--- src/rtl/gf_pkg.sv ---
// gf_pkg: shared field parameters, symbol type and the evaluator state type
// used by the GF polynomial evaluator and its multiplier.
package gf_pkg;

    localparam int SYMB_WIDTH        = 8;
    localparam int POLY              = 285;
    localparam int T_LEN             = 8;
    localparam int BUS_WIDTH_IN_SYMB = 4;

    typedef logic [SYMB_WIDTH-1:0] symb_t;

    typedef enum logic [1:0] {
        IDLE,
        EVAL,
        DONE
    } eval_state_t;

    // Coefficient array for the default configuration (DEG_MAX = T_LEN).
    // Modules with a different DEG_MAX declare a local array of DEG_MAX+1
    // entries with the same shape.
    typedef symb_t coef_arr_t [T_LEN+1];

endpackage

--- src/rtl/gf_poly_eval_seq_if.sv ---
// gf_poly_eval_seq_if: request/result bundle of the GF polynomial evaluator.
// The out_zero lane flags exist only when GF_EVAL_ZERO_FLAG_EN is defined.
interface gf_poly_eval_seq_if #(
    parameter int SYMB_WIDTH = gf_pkg::SYMB_WIDTH,
    parameter int DEG_MAX    = gf_pkg::T_LEN,
    parameter int LANES      = gf_pkg::BUS_WIDTH_IN_SYMB
);

    localparam int DEG_W = $clog2(DEG_MAX + 1);

    logic                              in_valid;
    logic                              in_ready;
    logic [(DEG_MAX+1)*SYMB_WIDTH-1:0] in_coef;
    logic [DEG_W-1:0]                  in_deg;
    logic [LANES*SYMB_WIDTH-1:0]       in_x;
    logic                              out_valid;
    logic                              out_ready;
    logic [LANES*SYMB_WIDTH-1:0]       out_val;
`ifdef GF_EVAL_ZERO_FLAG_EN
    logic [LANES-1:0]                  out_zero;
`endif

    modport master (
        output in_valid, in_coef, in_deg, in_x, out_ready,
`ifdef GF_EVAL_ZERO_FLAG_EN
        input  out_zero,
`endif
        input  in_ready, out_valid, out_val
    );

    modport slave (
        input  in_valid, in_coef, in_deg, in_x, out_ready,
`ifdef GF_EVAL_ZERO_FLAG_EN
        output out_zero,
`endif
        output in_ready, out_valid, out_val
    );

endinterface

--- src/rtl/gf_mult_comb.sv ---
// gf_mult_comb: single-cycle GF(2^SYMB_WIDTH) multiplier built from a
// shift-and-XOR chain reduced modulo POLY; no lookup tables.
module gf_mult_comb #(
    parameter int SYMB_WIDTH = gf_pkg::SYMB_WIDTH,
    parameter int POLY       = gf_pkg::POLY
) (
    input  logic [SYMB_WIDTH-1:0] a,
    input  logic [SYMB_WIDTH-1:0] b,
    output logic [SYMB_WIDTH-1:0] p
);

    // Low bits of the primitive polynomial, folded in when a shift overflows.
    localparam logic [SYMB_WIDTH-1:0] RED = SYMB_WIDTH'(POLY);

    logic [SYMB_WIDTH-1:0] prod;
    logic [SYMB_WIDTH-1:0] shifted;

    // Walk the bits of b, adding a*x^i for every set bit while keeping a*x^i reduced.
    always_comb begin
        prod    = '0;
        shifted = a;
        for (int i = 0; i < SYMB_WIDTH; i++) begin
            if (b[i]) begin
                prod = prod ^ shifted;
            end
            shifted = {shifted[SYMB_WIDTH-2:0], 1'b0} ^ (shifted[SYMB_WIDTH-1] ? RED : '0);
        end
    end

    assign p = prod;

endmodule

--- src/rtl/gf_poly_eval_seq.sv ---
// gf_poly_eval_seq: evaluates one polynomial over GF(2^SYMB_WIDTH) at LANES
// points in parallel using Horner's rule, one coefficient per cycle.
// Optional feature: define GF_EVAL_ZERO_FLAG_EN to add per-lane root flags
// (out_zero) registered on entry to DONE.
module gf_poly_eval_seq
    import gf_pkg::*;
#(
    parameter int SYMB_WIDTH = gf_pkg::SYMB_WIDTH,
    parameter int POLY       = gf_pkg::POLY,
    parameter int DEG_MAX    = gf_pkg::T_LEN,
    parameter int LANES      = gf_pkg::BUS_WIDTH_IN_SYMB
) (
    input  logic              clk,
    input  logic              rst,
    gf_poly_eval_seq_if.slave bus
);

    localparam int DEG_W = $clog2(DEG_MAX + 1);
    localparam logic [DEG_W-1:0] DEG_MAX_V = DEG_W'(DEG_MAX);
    localparam logic [DEG_W-1:0] ONE_V     = DEG_W'(1);

    typedef logic [SYMB_WIDTH-1:0] sym_t;

    eval_state_t      state;
    eval_state_t      state_nxt;
    logic [DEG_W-1:0] cnt;
    logic [DEG_W-1:0] cnt_nxt;
    logic [DEG_W-1:0] cnt_m1;
    logic [DEG_W-1:0] deg_sat;
    logic             take_in;

    sym_t coef_in  [DEG_MAX+1];
    sym_t coef_reg [DEG_MAX+1];
    sym_t x_in     [LANES];
    sym_t x_reg    [LANES];
    sym_t acc      [LANES];
    sym_t acc_nxt  [LANES];
    sym_t prod     [LANES];

    // Unpack the flat request buses and clamp an oversized degree to DEG_MAX.
    always_comb begin
        for (int i = 0; i <= DEG_MAX; i++) begin
            coef_in[i] = bus.in_coef[i*SYMB_WIDTH +: SYMB_WIDTH];
        end
        for (int l = 0; l < LANES; l++) begin
            x_in[l] = bus.in_x[l*SYMB_WIDTH +: SYMB_WIDTH];
        end
        deg_sat = (bus.in_deg > DEG_MAX_V) ? DEG_MAX_V : bus.in_deg;
    end

    assign take_in = bus.in_valid && (state == IDLE);
    assign cnt_m1  = cnt - ONE_V;

    // One multiplier per lane: acc times that lane's evaluation point.
    for (genvar l = 0; l < LANES; l++) begin : g_lane
        gf_mult_comb #(
            .SYMB_WIDTH(SYMB_WIDTH),
            .POLY      (POLY)
        ) u_mult (
            .a(acc[l]),
            .b(x_reg[l]),
            .p(prod[l])
        );
    end

    // State register; reset drops any transaction in flight.
    always_ff @(posedge clk or posedge rst) begin
        if (rst) begin
            state <= IDLE;
        end else begin
            state <= state_nxt;
        end
    end

    // Next state: degree 0 skips EVAL, otherwise EVAL runs until cnt hits 1.
    always_comb begin
        state_nxt = state;
        case (state)
            IDLE: begin
                if (take_in) begin
                    state_nxt = (deg_sat == '0) ? DONE : EVAL;
                end
            end
            EVAL: begin
                if (cnt == ONE_V) begin
                    state_nxt = DONE;
                end
            end
            DONE: begin
                if (bus.out_ready) begin
                    state_nxt = IDLE;
                end
            end
            default: state_nxt = IDLE;
        endcase
    end

    // Horner step: load the leading coefficient, then fold in one lower coefficient per cycle.
    always_comb begin
        cnt_nxt = cnt;
        acc_nxt = acc;
        if (take_in) begin
            cnt_nxt = deg_sat;
            for (int l = 0; l < LANES; l++) begin
                acc_nxt[l] = coef_in[deg_sat];
            end
        end else if (state == EVAL) begin
            cnt_nxt = cnt_m1;
            for (int l = 0; l < LANES; l++) begin
                acc_nxt[l] = prod[l] ^ coef_reg[cnt_m1];
            end
        end
    end

    // Datapath registers: operands captured on the input transfer, accumulators every cycle.
    always_ff @(posedge clk or posedge rst) begin
        if (rst) begin
            cnt <= '0;
            for (int i = 0; i <= DEG_MAX; i++) begin
                coef_reg[i] <= '0;
            end
            for (int l = 0; l < LANES; l++) begin
                x_reg[l] <= '0;
                acc[l]   <= '0;
            end
        end else begin
            cnt <= cnt_nxt;
            for (int l = 0; l < LANES; l++) begin
                acc[l] <= acc_nxt[l];
            end
            if (take_in) begin
                for (int i = 0; i <= DEG_MAX; i++) begin
                    coef_reg[i] <= coef_in[i];
                end
                for (int l = 0; l < LANES; l++) begin
                    x_reg[l] <= x_in[l];
                end
            end
        end
    end

    // Outputs come straight from registers so no input reaches an output combinationally.
    always_comb begin
        for (int l = 0; l < LANES; l++) begin
            bus.out_val[l*SYMB_WIDTH +: SYMB_WIDTH] = acc[l];
        end
    end

    assign bus.in_ready  = (state == IDLE);
    assign bus.out_valid = (state == DONE);

`ifdef GF_EVAL_ZERO_FLAG_EN
    logic [LANES-1:0] zero_reg;

    // Root flags latched from the final accumulator value as the FSM enters DONE.
    always_ff @(posedge clk or posedge rst) begin
        if (rst) begin
            zero_reg <= '0;
        end else if ((state != DONE) && (state_nxt == DONE)) begin
            for (int l = 0; l < LANES; l++) begin
                zero_reg[l] <= (acc_nxt[l] == '0);
            end
        end
    end

    assign bus.out_zero = zero_reg;
`endif

endmodule

--- src/flat_wrapper.sv ---
// flat-port wrapper written by rule: the top's interface ports become plain ports
module gf_poly_eval_seq_flat import gf_pkg::*;
#(
    parameter int SYMB_WIDTH = gf_pkg::SYMB_WIDTH,
    parameter int POLY       = gf_pkg::POLY,
    parameter int DEG_MAX    = gf_pkg::T_LEN,
    parameter int LANES      = gf_pkg::BUS_WIDTH_IN_SYMB
)
  (clk, rst, bus_in_valid, bus_in_coef, bus_in_deg, bus_in_x, bus_out_ready, bus_in_ready, bus_out_valid, bus_out_val);
  gf_poly_eval_seq_if #(.SYMB_WIDTH(SYMB_WIDTH), .DEG_MAX(DEG_MAX), .LANES(LANES)) bus_i ();
  input  logic clk;
  input  logic rst;
  input wire logic [$bits(bus_i.in_valid)-1:0] bus_in_valid;
  input wire logic [$bits(bus_i.in_coef)-1:0] bus_in_coef;
  input wire logic [$bits(bus_i.in_deg)-1:0] bus_in_deg;
  input wire logic [$bits(bus_i.in_x)-1:0] bus_in_x;
  input wire logic [$bits(bus_i.out_ready)-1:0] bus_out_ready;
  output wire logic [$bits(bus_i.in_ready)-1:0] bus_in_ready;
  output wire logic [$bits(bus_i.out_valid)-1:0] bus_out_valid;
  output wire logic [$bits(bus_i.out_val)-1:0] bus_out_val;
  assign bus_i.in_valid = bus_in_valid;
  assign bus_i.in_coef = bus_in_coef;
  assign bus_i.in_deg = bus_in_deg;
  assign bus_i.in_x = bus_in_x;
  assign bus_i.out_ready = bus_out_ready;
  assign bus_in_ready = bus_i.in_ready;
  assign bus_out_valid = bus_i.out_valid;
  assign bus_out_val = bus_i.out_val;
  gf_poly_eval_seq #(.SYMB_WIDTH(SYMB_WIDTH), .POLY(POLY), .DEG_MAX(DEG_MAX), .LANES(LANES)) u_core (.clk(clk), .rst(rst), .bus(bus_i));
endmodule
--- config.mk ---
export PLATFORM = sky130hd
export DESIGN_NAME = gf_poly_eval_seq_flat
export DESIGN_NICKNAME = d
export VERILOG_FILES = /design/src/rtl/gf_pkg.sv /design/src/rtl/gf_poly_eval_seq_if.sv /design/src/rtl/gf_mult_comb.sv /design/src/rtl/gf_poly_eval_seq.sv /design/src/flat_wrapper.sv
export SDC_FILE = /design/constraint.sdc
export NUM_CORES = 1
export LEC_CHECK = 0
export ABC_AREA = 1
export ABC_CLOCK_PERIOD_IN_PS = 9500
export BUFFER_PORTS_ARGS = -buffer_cell sky130_fd_sc_hd__buf_2
export CORE_UTILIZATION = 65
export CTS_BUF_LIST = sky130_fd_sc_hd__clkbuf_8 sky130_fd_sc_hd__clkbuf_16
export CTS_CLUSTER_DIAMETER = 80
export DETAILED_ROUTE_END_ITERATION = 10
export GPL_ROUTABILITY_DRIVEN = 0
export PLACE_DENSITY = 0.83
export SYNTH_ARGS = -nofsm -noshare
export SYNTH_HDL_FRONTEND = slang
export SYNTH_SLANG_ARGS = --single-unit
--- constraint.sdc ---
create_clock -name clk -period 9.5 [get_ports clk]
set_clock_uncertainty 0.15 [all_clocks]
set_input_delay 1.9 -clock clk [delete_from_list [all_inputs] [get_ports clk]]
set_output_delay 1.9 -clock clk [all_outputs]
set_load 0.01 [all_outputs]
==> results.toml <==
[synthesis]
synth_area_mm2 = 0.0129
seq_area_frac_synth_pct = 27.5
synth_cell_type_count = 40
synth-main-ff-cell = "dfrtp_1"
synthCells = 2172
syn-num-nets = 2286
ys_seq_elements = 142
syn_area_per_cell_um2 = 5.96
async_flop_share_pct = 100
synth-edff-count = 0
yosysWarnings = 0

[finish]
largest_reg_flops = 72
n_antenna_cell = 0
nets = 2374
postLayoutCoreUtil_pct = 73.5
stdcell_area_mm2 = 0.0143
finalNonFillerCells = 2538
drive_gt1_share_pct = 11.0
area_delta_synth_final_pct = 10.6
nFillCells = 1652

[global_routing]
grt_pass1_vias = 13400
grt_start_max_net_pins = 78
antenna_found_initial = 0
grt.overflow.total = 0
grt_pass1_wl_mm = 65.5
track_usage_pct = 41.1

[placed_design]
dpl.hpwl_mm = 29.1
place.port_buffers = 145
dp_cells = 2506
placed_cell_area_mm2 = 0.0137

[detailed_routing]
wire_per_inst_um = 16.2
drc = 0
vias = 14700
vias_per_cell = 5.78
dr.first_iter.drc_count = 1788
routed_wl_mm = 41.0
ant_nets = 0
firstDrtPassIters = 7

[worst_setup_path]
cp_num_cells = 9
r2r-end = "u_core.bus.out_val[20]"
cp.arrival_ns = 4.77
crit_fanout = 74
critPathKind = "input port to flip-flop"
required_ns = 9.64
reg2reg_setup_slack_ns = 5.42
critPathCapture = "u_core.bus.out_val[8]"
regToRegStartpoint = "u_core.cnt[0]"
ff2ff_path_depth = 16
critPathLaunch = "bus_in_valid"
crit_slowest_cell = "buf_4"
cp_num_buf_inv = 4
crit_chain = "buf_2 > nand2_4 > inv_4 > buf_4 > nor2_2 > inv_1 > nand2_1 > a21oi_1 > a21boi_1"
cp-start-kind = "input port"
end_kind = "flip-flop"
critical-path-top-delay-family = "buffers and inverters"
cpPeakStageDelay_ns = 0.70

[worst_hold_path]
hold_class = "flip-flop to flip-flop"

[sta]
post-route-period-util_pct = 48.8
worstMarginPinSlew_ns = 0.878
fmax_ghz = 0.216
max-slew-margin-rel_pct = 41.5
rsz0062_at_grt = "no"
hold_viol_final = 0
slew_viol_final = 0
finalSetupViolCount = 0
post-route-min-period_ns = 4.64
final.setup.tns_ns = 0

[clocking]
cts_root_buf = "clkbuf_16"
path_clk_slew_ns = 0.06
worstSkewPairLatency_ns = 0.45
cts_max_level = 4
cts_resized = 0
cts_buffers = 17
tritoncts = "done"
post_cts_buffers = 0
cts_sinks = 142
cts_buffer_depth = 2
cts_hold_buf = 0

[floorplanning]
start_util_pct = 66.5
die_w_um = 143
boundaryPins = 146
rows = 51
die_area_mm2 = 0.0205
die_y_um = 143
core_mm2 = 0.0195

[job]
drv_cap = 0

[run_status]
status = "finished clean"
[worst reg2reg max path, stage by stage, from the launching register on]
cell and delay [ns]:
dfrtp_1 0.39, inv_2 0.51, ha_1 0.80, inv_1 0.55, nand3_1 0.23, nand3_1 0.12
nand3_1 0.16, nand2_2 0.18, inv_2 0.23, nand2_1 0.07, nand2_1 0.13, nand2_1 0.09
clkinv_1 0.05, nor2_1 0.03, nand2_1 0.06, nand3_1 0.10, a21boi_1 0.16
[kinds of logic after synthesis]
logic type	Yosys count	share of synthesized area, %
buf+inv	306	9.39
flops	142	27.5
compound gates	181	7.98
simple gates	1387	44.1
xor+xnor	154	10.8
fa+ha+maj	2	0.193
[final cells by class]
cell class              count  area, µm²  share of cell area, %
clock inverters            15        189                   1.32
well taps                 265        332                   2.32
clock buffers              17        425                   2.97
inverters                 223        847                   5.92
multi-input cells        1724       8180                   57.2
flip-flops and latches    142       3550                   24.8
repair buffers            152        778                   5.44
[through the flow]
stage          hold slack [ns]  setup WS (ns)
2_1_floorplan            0.299           3.64
3_3_place_gp             0.313           4.57
3_5_place_dp             0.316           4.53
4_1_cts                  0.333           4.96
5_1_grt                  0.347           4.72
6_report                 0.333           4.86
[cells in the final DEF (no fill, tap or decap), types with 3 or more instances in the layout]
cell       count
xnor2_1       81
o21ai_0       81
clkbuf_16     17
dfrtp_1      142
or2_0          3
buf_2        145
nand2_1      947
nor2_1       119
buf_4          7
nand3_1      259
nand2_2       15
inv_2         34
o211ai_1       5
a21oi_1       27
inv_8          5
o21bai_1       3
a21o_1         3
nand3b_1      15
nand4_1       16
xor2_1        66
inv_1        184
inv_6          5
xnor2_2        5
o21ai_1       18
a21boi_1      25
or2_1          4
o22ai_1       13
[per-layer routing]
layer / vias to the layer above / share of wire, % / GRT usage [%] / wire length, µm
met5: - / 0 / 0 / 0
met4: 0 / 4.7 / 20.7 / 1930
met3: 173 / 11 / 7.68 / 4350
met2: 893 / 44 / 65.0 / 18200
met1: 6629 / 40 / 53.8 / 16500
li1: 6963 / - / - / -
[synth_stat cells, types with 8 or more instances]
| cell type | count | area (µm²) |
|---|---|---|
| nand2_1 | 948 | 3560 |
| nand3_1 | 259 | 1300 |
| inv_1 | 185 | 694 |
| dfrtp_1 | 142 | 3550 |
| nor2_1 | 120 | 450 |
| o21ai_0 | 81 | 405 |
| xnor2_1 | 81 | 709 |
| xor2_1 | 66 | 578 |
| clkbuf_1 | 37 | 139 |
| inv_2 | 34 | 128 |
| buf_2 | 33 | 165 |
| a21oi_1 | 27 | 135 |
| a21boi_1 | 25 | 188 |
| o21ai_1 | 18 | 90.1 |
| nand4_1 | 16 | 100 |
| nand2_2 | 15 | 93.8 |
| nand3b_1 | 15 | 113 |
| o22ai_1 | 13 | 81.3 |
| buf_1 | 8 | 30.0 |
[how the worst min path moves through the flow]
stage / from / depth (start not counted) / endpoint / slack, ns
after floorplan: u_core.coef_reg[23] / 2 / u_core.coef_reg[23] / 0.30
after global placement: u_core.coef_reg[29] / 2 / u_core.coef_reg[29] / 0.31
after detailed placement: u_core.coef_reg[23] / 2 / u_core.coef_reg[23] / 0.32
after CTS: u_core.coef_reg[29] / 2 / u_core.coef_reg[29] / 0.33
after global routing: u_core.coef_reg[29] / 2 / u_core.coef_reg[29] / 0.35
final: u_core.coef_reg[37] / 2 / u_core.coef_reg[37] / 0.33
Power is left out: the tool's default activity adds up to more than one toggle a clock period on the data nets, which glitch-free logic cannot reach.
